[config.mk]
export PLATFORM = sky130hd
export DESIGN_NAME = bus_arbiter
export DESIGN_NICKNAME = d
export VERILOG_FILES = /design/src/rtl/bus_arbiter_pkg.sv /design/src/rtl/bus_addr_decoder.sv /design/src/rtl/bus_arbiter.sv
export SDC_FILE = /design/constraint.sdc
export NUM_CORES = 1
export LEC_CHECK = 0
export CELL_PAD_IN_SITES_DETAIL_PLACEMENT = 1
export CELL_PAD_IN_SITES_GLOBAL_PLACEMENT = 1
export CORE_ASPECT_RATIO = 2
export CORE_MARGIN = 2
export CORE_UTILIZATION = 16
export DETAILED_ROUTE_END_ITERATION = 12
export GPL_TIMING_DRIVEN = 0
export PLACE_DENSITY = 0.85
export SYNTH_ARGS = -nofsm -noshare
export SYNTH_HDL_FRONTEND = slang
export SYNTH_HIERARCHICAL = 1
export SYNTH_SLANG_ARGS = --single-unit
[constraint.sdc]
create_clock -name clk -period 4.1 [get_ports clk]
set_input_delay 0.615 -clock clk [delete_from_list [all_inputs] [get_ports clk]]
set_output_delay 0.615 -clock clk [all_outputs]
set_load 0.02 [all_outputs]
[src/rtl/bus_arbiter_pkg.sv]
// ---------------------------------------------------------------------------
// bus_arbiter_pkg
// Shared constants for the two-master / four-slave bus arbiter:
//   - FSM state encoding (IDLE, GRANT0, GRANT1)
//   - slave-select field position inside the 8-bit bus address
//   - slave index constants S0..S3 (bit positions in the one-hot select)
//   - owner encoding used by the round-robin tie breaker
//   - default and counter width for the hold limit
// ---------------------------------------------------------------------------
package bus_arbiter_pkg;

    // FSM state encoding
    localparam logic [1:0] ST_IDLE   = 2'd0;
    localparam logic [1:0] ST_GRANT0 = 2'd1;
    localparam logic [1:0] ST_GRANT1 = 2'd2;

    // Slave-select field inside the bus address
    localparam int unsigned ADDR_SLV_MSB = 7;
    localparam int unsigned ADDR_SLV_LSB = 5;
    localparam int unsigned ADDR_SLV_W   = ADDR_SLV_MSB - ADDR_SLV_LSB + 1;

    // Slave indices (bit positions in the one-hot select vector)
    localparam int unsigned S0 = 0;
    localparam int unsigned S1 = 1;
    localparam int unsigned S2 = 2;
    localparam int unsigned S3 = 3;
    localparam int unsigned NUM_SLAVES = 4;

    // Owner encoding for last_owner
    localparam logic OWNER_M0 = 1'b0;
    localparam logic OWNER_M1 = 1'b1;

    // Hold limit: legal range 2..255, so an 8-bit counter always suffices
    localparam int unsigned MAX_HOLD_DEFAULT = 16;
    localparam int unsigned HOLD_CNT_W       = 8;

endpackage : bus_arbiter_pkg

[src/rtl/bus_addr_decoder.sv]
// ---------------------------------------------------------------------------
// bus_addr_decoder
// Turns the slave-select field of the bus address (address[7:5]) into a
// one-hot slave select. Field values 000..011 select S0..S3; any value with
// the top bit set maps to no slave (valid_o = 0, sel_o = 0).
//
// Ports:
//   slv_addr_i  in  [ADDR_SLV_W-1:0]  slave-select field of the bus address
//   sel_o       out [NUM_SLAVES-1:0]  one-hot slave select (all 0 if unmapped)
//   valid_o     out                   address hits a mapped slave
// ---------------------------------------------------------------------------
module bus_addr_decoder
    import bus_arbiter_pkg::*;
(
    input  logic [ADDR_SLV_W-1:0] slv_addr_i,
    output logic [NUM_SLAVES-1:0] sel_o,
    output logic                  valid_o
);

    always_comb begin
        // NOTE: every output gets a default before the case so no path leaves
        // it unassigned; otherwise synthesis infers a latch.
        sel_o   = '0;
        valid_o = 1'b0;
        if (!slv_addr_i[ADDR_SLV_W-1]) begin
            valid_o = 1'b1;
            case (slv_addr_i[ADDR_SLV_W-2:0])
                2'd0:    sel_o[S0] = 1'b1;
                2'd1:    sel_o[S1] = 1'b1;
                2'd2:    sel_o[S2] = 1'b1;
                default: sel_o[S3] = 1'b1;
            endcase
        end
    end

endmodule : bus_addr_decoder

[src/rtl/bus_arbiter.sv]
// ---------------------------------------------------------------------------
// bus_arbiter
// Two-master, four-slave bus arbiter. A three-state FSM (IDLE, GRANT0,
// GRANT1) grants the shared bus to one master; the owner's write enable,
// address and write data are routed combinationally to the slaves. The
// owner is preempted after MAX_HOLD consecutive granted cycles when the
// other master is waiting. Slave read data is returned one cycle after the
// address cycle through a registered one-hot read select.
//
// Build option:
//   ARB_ROUND_ROBIN_EN  when defined, a simultaneous request from IDLE goes
//                       to the master that did not own the bus last;
//                       otherwise M0 always wins ties.
//
// Parameters:
//   MAX_HOLD   max consecutive granted cycles while the other master waits
//              (2..255)
//
// Ports:
//   clk                      clock, all state changes on the rising edge
//   reset_n                  synchronous active-low reset
//   M0_req, M1_req           master bus requests
//   M0_wr, M1_wr             master write enables
//   M0_address, M1_address   master addresses [7:0]
//   M0_dout, M1_dout         master write data [31:0]
//   S0_dout..S3_dout         slave read data, valid one cycle after select
//   M0_grant, M1_grant       registered grants
//   S0_sel..S3_sel           slave selects
//   S_wr                     slave write enable
//   S_address                slave address [7:0]
//   S_din                    slave write data [31:0]
//   M_din                    read data returned to both masters [31:0]
// ---------------------------------------------------------------------------
module bus_arbiter
    import bus_arbiter_pkg::*;
#(
    parameter int unsigned MAX_HOLD = MAX_HOLD_DEFAULT
) (
    input  logic        clk,
    input  logic        reset_n,
    input  logic        M0_req,
    input  logic        M1_req,
    input  logic        M0_wr,
    input  logic        M1_wr,
    input  logic [7:0]  M0_address,
    input  logic [7:0]  M1_address,
    input  logic [31:0] M0_dout,
    input  logic [31:0] M1_dout,
    input  logic [31:0] S0_dout,
    input  logic [31:0] S1_dout,
    input  logic [31:0] S2_dout,
    input  logic [31:0] S3_dout,
    output logic        M0_grant,
    output logic        M1_grant,
    output logic        S0_sel,
    output logic        S1_sel,
    output logic        S2_sel,
    output logic        S3_sel,
    output logic        S_wr,
    output logic [7:0]  S_address,
    output logic [31:0] S_din,
    output logic [31:0] M_din
);

    // Last value hold_cnt reaches; hitting it with the other master waiting
    // forces a switch.
    localparam logic [HOLD_CNT_W-1:0] HOLD_LAST = HOLD_CNT_W'(MAX_HOLD - 1);

    logic [1:0]            state_q,      state_d;
    logic [HOLD_CNT_W-1:0] hold_cnt_q,   hold_cnt_d;
    logic                  last_owner_q, last_owner_d;
    logic [NUM_SLAVES-1:0] rd_sel_q,     rd_sel_d;

    logic                  grant_active;
    logic                  tie_to_m1;
    logic [NUM_SLAVES-1:0] dec_sel;
    logic                  dec_valid;
    logic [NUM_SLAVES-1:0] slv_sel;

    // -----------------------------------------------------------------------
    // Tie breaking from IDLE
    // -----------------------------------------------------------------------
`ifdef ARB_ROUND_ROBIN_EN
    assign tie_to_m1 = (last_owner_q == OWNER_M0);
`else
    assign tie_to_m1 = 1'b0;
`endif

    // -----------------------------------------------------------------------
    // Next-state logic
    // -----------------------------------------------------------------------
    always_comb begin
        state_d      = state_q;
        last_owner_d = last_owner_q;
        hold_cnt_d   = '0;

        case (state_q)
            ST_IDLE: begin
                if (M0_req && M1_req) state_d = tie_to_m1 ? ST_GRANT1 : ST_GRANT0;
                else if (M0_req)      state_d = ST_GRANT0;
                else if (M1_req)      state_d = ST_GRANT1;
            end
            ST_GRANT0: begin
                // Release hands over directly when the other master waits;
                // a full hold window forces the same handover.
                if (!M0_req)                              state_d = M1_req ? ST_GRANT1 : ST_IDLE;
                else if (M1_req && hold_cnt_q == HOLD_LAST) state_d = ST_GRANT1;
            end
            ST_GRANT1: begin
                if (!M1_req)                              state_d = M0_req ? ST_GRANT0 : ST_IDLE;
                else if (M0_req && hold_cnt_q == HOLD_LAST) state_d = ST_GRANT0;
            end
            default: state_d = ST_IDLE;
        endcase

        // hold_cnt restarts at 0 on every owner change (including entry from
        // IDLE) and saturates while the same owner keeps the bus.
        if (state_d != ST_IDLE && state_d == state_q) begin
            hold_cnt_d = (hold_cnt_q == HOLD_LAST) ? hold_cnt_q : hold_cnt_q + 1'b1;
        end

        if (state_d != state_q) begin
            if (state_d == ST_GRANT0) last_owner_d = OWNER_M0;
            if (state_d == ST_GRANT1) last_owner_d = OWNER_M1;
        end
    end

    // -----------------------------------------------------------------------
    // Bus routing from the current owner
    // -----------------------------------------------------------------------
    assign M0_grant     = (state_q == ST_GRANT0);
    assign M1_grant     = (state_q == ST_GRANT1);
    assign grant_active = M0_grant || M1_grant;

    always_comb begin
        S_wr      = 1'b0;
        S_address = '0;
        S_din     = '0;
        if (M0_grant) begin
            S_wr      = M0_wr;
            S_address = M0_address;
            S_din     = M0_dout;
        end else if (M1_grant) begin
            S_wr      = M1_wr;
            S_address = M1_address;
            S_din     = M1_dout;
        end
    end

    bus_addr_decoder u_addr_decoder (
        .slv_addr_i (S_address[ADDR_SLV_MSB:ADDR_SLV_LSB]),
        .sel_o      (dec_sel),
        .valid_o    (dec_valid)
    );

    // With no grant S_address is 0, which would decode to S0, so the
    // selects are qualified by the grant.
    assign slv_sel = (grant_active && dec_valid) ? dec_sel : '0;

    assign S0_sel = slv_sel[S0];
    assign S1_sel = slv_sel[S1];
    assign S2_sel = slv_sel[S2];
    assign S3_sel = slv_sel[S3];

    // Only read cycles remember their slave; a write or idle cycle clears it
    // so M_din drops to 0 on the following cycle.
    assign rd_sel_d = S_wr ? '0 : slv_sel;

    always_comb begin
        M_din = '0;
        if      (rd_sel_q[S0]) M_din = S0_dout;
        else if (rd_sel_q[S1]) M_din = S1_dout;
        else if (rd_sel_q[S2]) M_din = S2_dout;
        else if (rd_sel_q[S3]) M_din = S3_dout;
    end

    // -----------------------------------------------------------------------
    // State registers
    // -----------------------------------------------------------------------
    // NOTE: sequential state uses non-blocking assignments so every register
    // samples pre-edge values regardless of block evaluation order.
    always_ff @(posedge clk) begin
        if (!reset_n) begin
            state_q      <= ST_IDLE;
            hold_cnt_q   <= '0;
            last_owner_q <= OWNER_M1;
            rd_sel_q     <= '0;
        end else begin
            state_q      <= state_d;
            hold_cnt_q   <= hold_cnt_d;
            last_owner_q <= last_owner_d;
            rd_sel_q     <= rd_sel_d;
        end
    end

endmodule : bus_arbiter
# Word-level counts from Yosys, hierarchy flattened
# Index checks and enable logic that the tools add are counted.
totals:
  register_bits: 14
  output_inout_bits: 79
  word_cells: 50
classes:
  addsub: 1
  n_eq_ne: 6
  muxes: 27
  bitwise: 1
  reduce_logical: 12
op_table:
  columns: ["operator", "count"]
  rows:
  - ["two-way mux 32 bit", 6]
  - ["two-way mux 2 bit", 8]
  - ["two-way mux 8 bit", 2]
  - ["adder 8 x 1 -> 8 bit, second input constant", 1]
  - ["equality test 8 x 4 -> 1 bit, second input constant", 1]
  - ["two-way mux 1 bit", 8]
  - ["two-way mux 4 bit", 2]
  - ["one-hot mux 2 bit (3 select lines)", 1]
  - ["logical AND 1 bit", 5]
  - ["equality test 2 x 1 -> 1 bit, second input constant", 2]
  - ["equality test 2 bit, second input constant", 2]
  - ["zero test 2 bit", 2]
  - ["OR reduction 3 bit", 1]
  - ["equality test 2 bit", 1]
  - ["AND reduction 2 bit", 1]
  - ["nonzero test 2 bit", 1]
  - ["OR reduction 2 bit", 1]
  - ["logical OR 1 bit", 1]
  - ["inverter 1 bit", 1]

# Depth between registers and ports, before layout
logic_depth:
  word_depth: 8
  mapped_depth: 9
  mapped_depth_nobuf: 7

# By module
# Netlist, hierarchy kept.
by_module_without_submodules:
  columns: ["module", "n_inst", "cells_each", "area_each_um2", "seq_area_each_um2"]
  rows:
  - ["bus_arbiter", 1, 340, 2187.1, 280.3]
  - ["bus_addr_decoder", 1, 5, 32.5, 0.0]

# Worst setup path before layout
# OpenSTA, ideal clock, no wires.
synth_path:
  path_type: "register to output"
  from: "register state_q[1]"
  to: "output S1_sel"
  arrival_time_ns: 2.204
  required_ns: 3.485
  slack_ns: 1.281
  stages_incl_launch_ff: 8
  path_buffers: 2
  path_cell_list: "dfxtp_1 ha_1 nor2b_1 clkbuf_1 clkbuf_1 a22o_1 nor3b_1 and3_1"
synth_between:
  elab_chain_cells: 7
  elab_cells_between_ends: 11
synth_lines:
  columns: ["element", "line_no", "text"]
  rows:
  - ["from (decl)", "bus_arbiter.sv:69", "logic [1:0] state_q, state_d;"]
  - ["from (signal assigned)", "bus_arbiter.sv:189", "state_q <= state_d;"]
  - ["equality test 2 bit", "bus_arbiter.sv:132", "assign M1_grant = (state_q == ST_GRANT1);"]
  - ["net M1_grant", "bus_arbiter.sv:54", "output logic M1_grant,"]
  - ["two-way mux 8 bit", "bus_arbiter.sv:143", "end else if (M1_grant) begin"]
  - ["two-way mux 8 bit", "bus_arbiter.sv:139", "if (M0_grant) begin"]
  - ["net S_address[5]", "bus_arbiter.sv:60", "output logic [7:0] S_address,"]
  - ["equality test 2 x 1 -> 1 bit", "bus_addr_decoder.sv:27", "case (slv_addr_i[ADDR_SLV_W-2:0])"]
  - ["two-way mux 1 bit", "bus_addr_decoder.sv:27", null]
  - ["two-way mux 4 bit", "bus_addr_decoder.sv:25", "if (!slv_addr_i[ADDR_SLV_W-1]) begin"]
  - ["net dec_sel[1]", "bus_arbiter.sv:76", "logic [NUM_SLAVES-1:0] dec_sel;"]
  - ["two-way mux 4 bit", "bus_arbiter.sv:158", "assign slv_sel = (grant_active && dec_valid) ? dec_sel : '0;"]
  - ["to (decl)", "bus_arbiter.sv:56", "output logic S1_sel,"]
# The timed path passes the listed nets, and every way through them passes these cells.

# Worst setup path in the final report
layout_path:
  from: "register state_q[1]"
  to: "output S1_sel"
layout_between:
  elab_chain_cells: 7
  elab_cells_between_ends: 11
layout_lines:
  columns: ["element", "line_no"]
  rows:
  - ["equality test 2 bit", "bus_arbiter.sv:132"]
  - ["two-way mux 8 bit", "bus_arbiter.sv:143"]
  - ["two-way mux 8 bit (*)", "bus_arbiter.sv:139"]
  - ["equality test 2 x 1 -> 1 bit", "bus_addr_decoder.sv:27"]
  - ["two-way mux 1 bit", "bus_addr_decoder.sv:27"]
  - ["two-way mux 4 bit (*)", "bus_addr_decoder.sv:25"]
  - ["net dec_sel[1]", "bus_arbiter.sv:76"]
  - ["two-way mux 4 bit (*)", "bus_arbiter.sv:158"]
# The timed path passes the listed nets; every way through them passes the cells marked *.

==> impl_metrics.csv <==
group,metric,value,unit
yosys,async_reset_ff_frac,0,
critical_path,reg2reg_slack,1450,ps
grt,antenna_found_initial,0,
timing,whs,641,ps
floorplanning,pin_count,293,
yosys,yosys_warnings,6,
timing,final-setup-viol-count,0,
critical_path,cp_max_fo,10,
grt,grt_pass1_vias,4292,
yosys,synth_area_leaders,"a22o_1 (16%), dfxtp_1 (13%), a22oi_1 (11%)",
cts,cts_hold_buf,0,
critical_path,endpoint_kind,"output port",
yosys,synth.largest_area_cell,"a22o_1",
pwr,irDropWorstVdd,0.123,mV
drt,vias_per_cell,5.02,
yosys,ys.flop_type,"dfxtp_1",
grt,grt_max_degree,11,
cts,post_cts_buffers,0,
yosys,ys_seq_area_frac,0.126,
grt,busiest_layer,"met2",
placed_design,dpl.hpwl,12.5,mm
yosys,synth.distinct_cells,40,
cts,ctsLongestPathBuffers,2,
pwr,power,0.942,mW
critical_path,r2r_start,"state_q[1]$_SDFF_PN0_",
grt,grt_pass1_wl,21.0,mm
finish,final_core_util,0.400,
drt,num_vias,3987,
finish,nets,859,
floorplanning,die_h,171,microns
drt,wl_per_cell,18.4,microns
yosys,syn-num-nets,564,
run,cap_violations,0,
finish,multiInputGateArea,1790,sq um
placed_design,gp_congestion,0.880,
cts,cts_tree,"done",
hold_path,holdPathStages,3,
pwr,switching_share,0.334,
pwr,p_sw,0.315,mW
yosys,synth_edf_count,0,
pwr,power_frac_comb,0.624,
cts,path_clk_slew,50,ps
timing,slew_violations,0,
grt,met1_usage,0.158,
finish,fillers,1612,
pwr,clkPwrFrac,0.220,
pwr,powerDensity,174,nW/um^2
hold_path,min_to,"hold_cnt_q[7]$_SDFFE_PN0P_",
timing,fmax,255,MHz
timing,period_minus_slack,3920,ps
pwr,power_frac_seq,0.156,
yosys,syn_avg_cell_area,6.43,sq um
finish,area_growth,144,%
finish,diodes,0,
yosys,yosysMostFrequentCell,"a21oi_1",
hold_path,hold_class,"flop to flop",
grt,use_met3,0.0400,
cts,cts_buffers,3,
finish,seq_area,280,sq um
critical_path,startpoint_type,"flop",
timing,setup_tns,0,ps
floorplanning,rows,60,
grt,grt-ovfl-total,0,
grt,grtUsageTotal,0.178,
finish,drive_gt1_frac,0.0250,
critical_path,crit_type,"flop to output port",
cts,numClockSinks,14,
drt,first_iter_violations,92,
cts,cts_resized,0,
cts,htree_levels,1,
critical_path,timing.rr.end,"rd_sel_q[1]$_SDFF_PP0_",
yosys,syn_inst,345,
timing,rsz0062_at_grt,"false",
floorplanning,initial_core_util,0.164,
drt,wirelength,14.6,mm
floorplanning,die-area,14900,sq um
drt,final_antenna_net_count,0,
drt,drt-pass1-iter-count,4,
yosys,netlist_area,2220,sq um
timing,skew,3.76,ps
pwr,leakagePower,1.96,nW
yosys,synthDominantCellAreaShare,0.158,
hold_path,min_from,"hold_cnt_q[7]$_SDFFE_PN0P_",
timing,min_period_over_period,0.956,
critical_path,arrival,3310,ps
yosys,ys_ff_latch,14,
grt,met2_usage,0.360,
pwr,intPower,0.627,mW
cts,cts-root-buf,"clkbuf_16",
finish,final_cells,794,
cts,clkLatencyLatePin,250,ps
critical_path,worstPathRequired,3480,ps
critical_path,worstRegToRegCells,8,
timing,hold_violations,0,
status,status,"complete, no violations",
floorplanning,core,13500,sq um
placed_design,placedCellCount,790,
yosys,ys_top_cells_by_count,"a21oi_1 (42), a22o_1 (40), nand2_1 (38), o21ai_0 (38), nor2_1 (34)",
floorplanning,fp.dieW,87.3,microns
placed_design,io_buffers,290,
timing,worst_pin_slew,529,ps
timing,slew_headroom,0.647,
drt,drcViolationCount,0,
-- critical path, stage by stage, from the launching register on --
cell             delay, ps
dfxtp_1                480
ha_1                   350
nor2b_1                160
clkbuf_1               230
clkbuf_1               390
a22o_1                 340
nor3b_1                290
and3_1                 210
clkdlybuf4s50_1        610
-- state kept, by name, summed over array words and instances (netlist names) --
register    cells
state_q         2
rd_sel_q        4
hold_cnt_q      8
-- routing by layer --
| layer | vias up | routed length, microns | share of wire |
|---|---|---|---|
| met5 | - | 0 | 0 |
| met4 | 0 | 627 | 0.043 |
| met3 | 35 | 1250 | 0.086 |
| met2 | 246 | 8190 | 0.56 |
| met1 | 1828 | 4550 | 0.31 |
| li1 | 1878 | - | - |
-- cells in the final DEF, fill, tap and decap left out, types with 2 or more instances in the layout --
cell	count
buf_1	4
o21ai_0	38
nor3b_1	3
inv_1	5
nand4_1	3
clkbuf_1	27
nand2_1	38
nand3_1	11
nor2_1	34
xor2_1	3
buf_2	2
a21oi_1	42
a22oi_1	32
and3_1	9
nor3_1	4
clkbuf_16	3
a22o_1	40
dfxtp_1	14
xnor2_1	3
ha_1	5
clkdlybuf4s50_1	290
o211ai_1	2
nor2b_1	6
and2_1	2
-- through the flow --
step                area, sq um  setup WS (ps)
global route               5410           10.2
detailed placement         5320            431
CTS                        5410            139
finish                     5410            179
floorplan                  2220           1280
global placement           5320            537
-- cell type report --
type	instances	area share
tap	155	0.0359
clock buffer	4	0.0164
sequential	14	0.0519
multi-input combinational	292	0.331
timing repair buffer	290	0.537
inverter	6	0.00417
buffer	33	0.0234
-- cell families (layout without fill, tap and decap cells) --
| family | after synthesis | in the layout | synth area share |
|---|---|---|---|
| AO/OA/AOI/OAI | 163 | 163 | 0.497 |
| AND/OR/NAND/NOR | 117 | 117 | 0.253 |
| buffers and inverters | 39 | 333 | 0.0671 |
| flip-flops | 14 | 14 | 0.126 |
| XOR/XNOR | 6 | 6 | 0.0237 |
| adder cells (fa/ha/maj) | 5 | 5 | 0.0282 |
| multiplexers | 1 | 1 | 0.00507 |
-- how the worst max path moves through the flow --
stage,start,to,slack [ps],depth (start not counted)
final,state_q[1]$_SDFF_PN0_,S1_sel,180,8
after global routing,state_q[1]$_SDFF_PN0_,S1_sel,10,8
after CTS,state_q[1]$_SDFF_PN0_,S1_sel,140,8
after detailed placement,state_q[1]$_SDFF_PN0_,S1_sel,430,8
after global placement,state_q[1]$_SDFF_PN0_,S1_sel,540,8
after floorplan,state_q[1]$_SDFF_PN0_,S1_sel,1280,7
-- power groups by stage --
stage | clock network [mW] | logic [mW] | registers [mW]
after floorplan | 0 | 0.217 | 0.148
after global placement | 0 | 0.577 | 0.149
after detailed placement | 0 | 0.590 | 0.149
after CTS | 0.206 | 0.593 | 0.147
after global routing | 0.214 | 0.625 | 0.148
final | 0.207 | 0.588 | 0.147
Power figures use the tool's default switching activity.
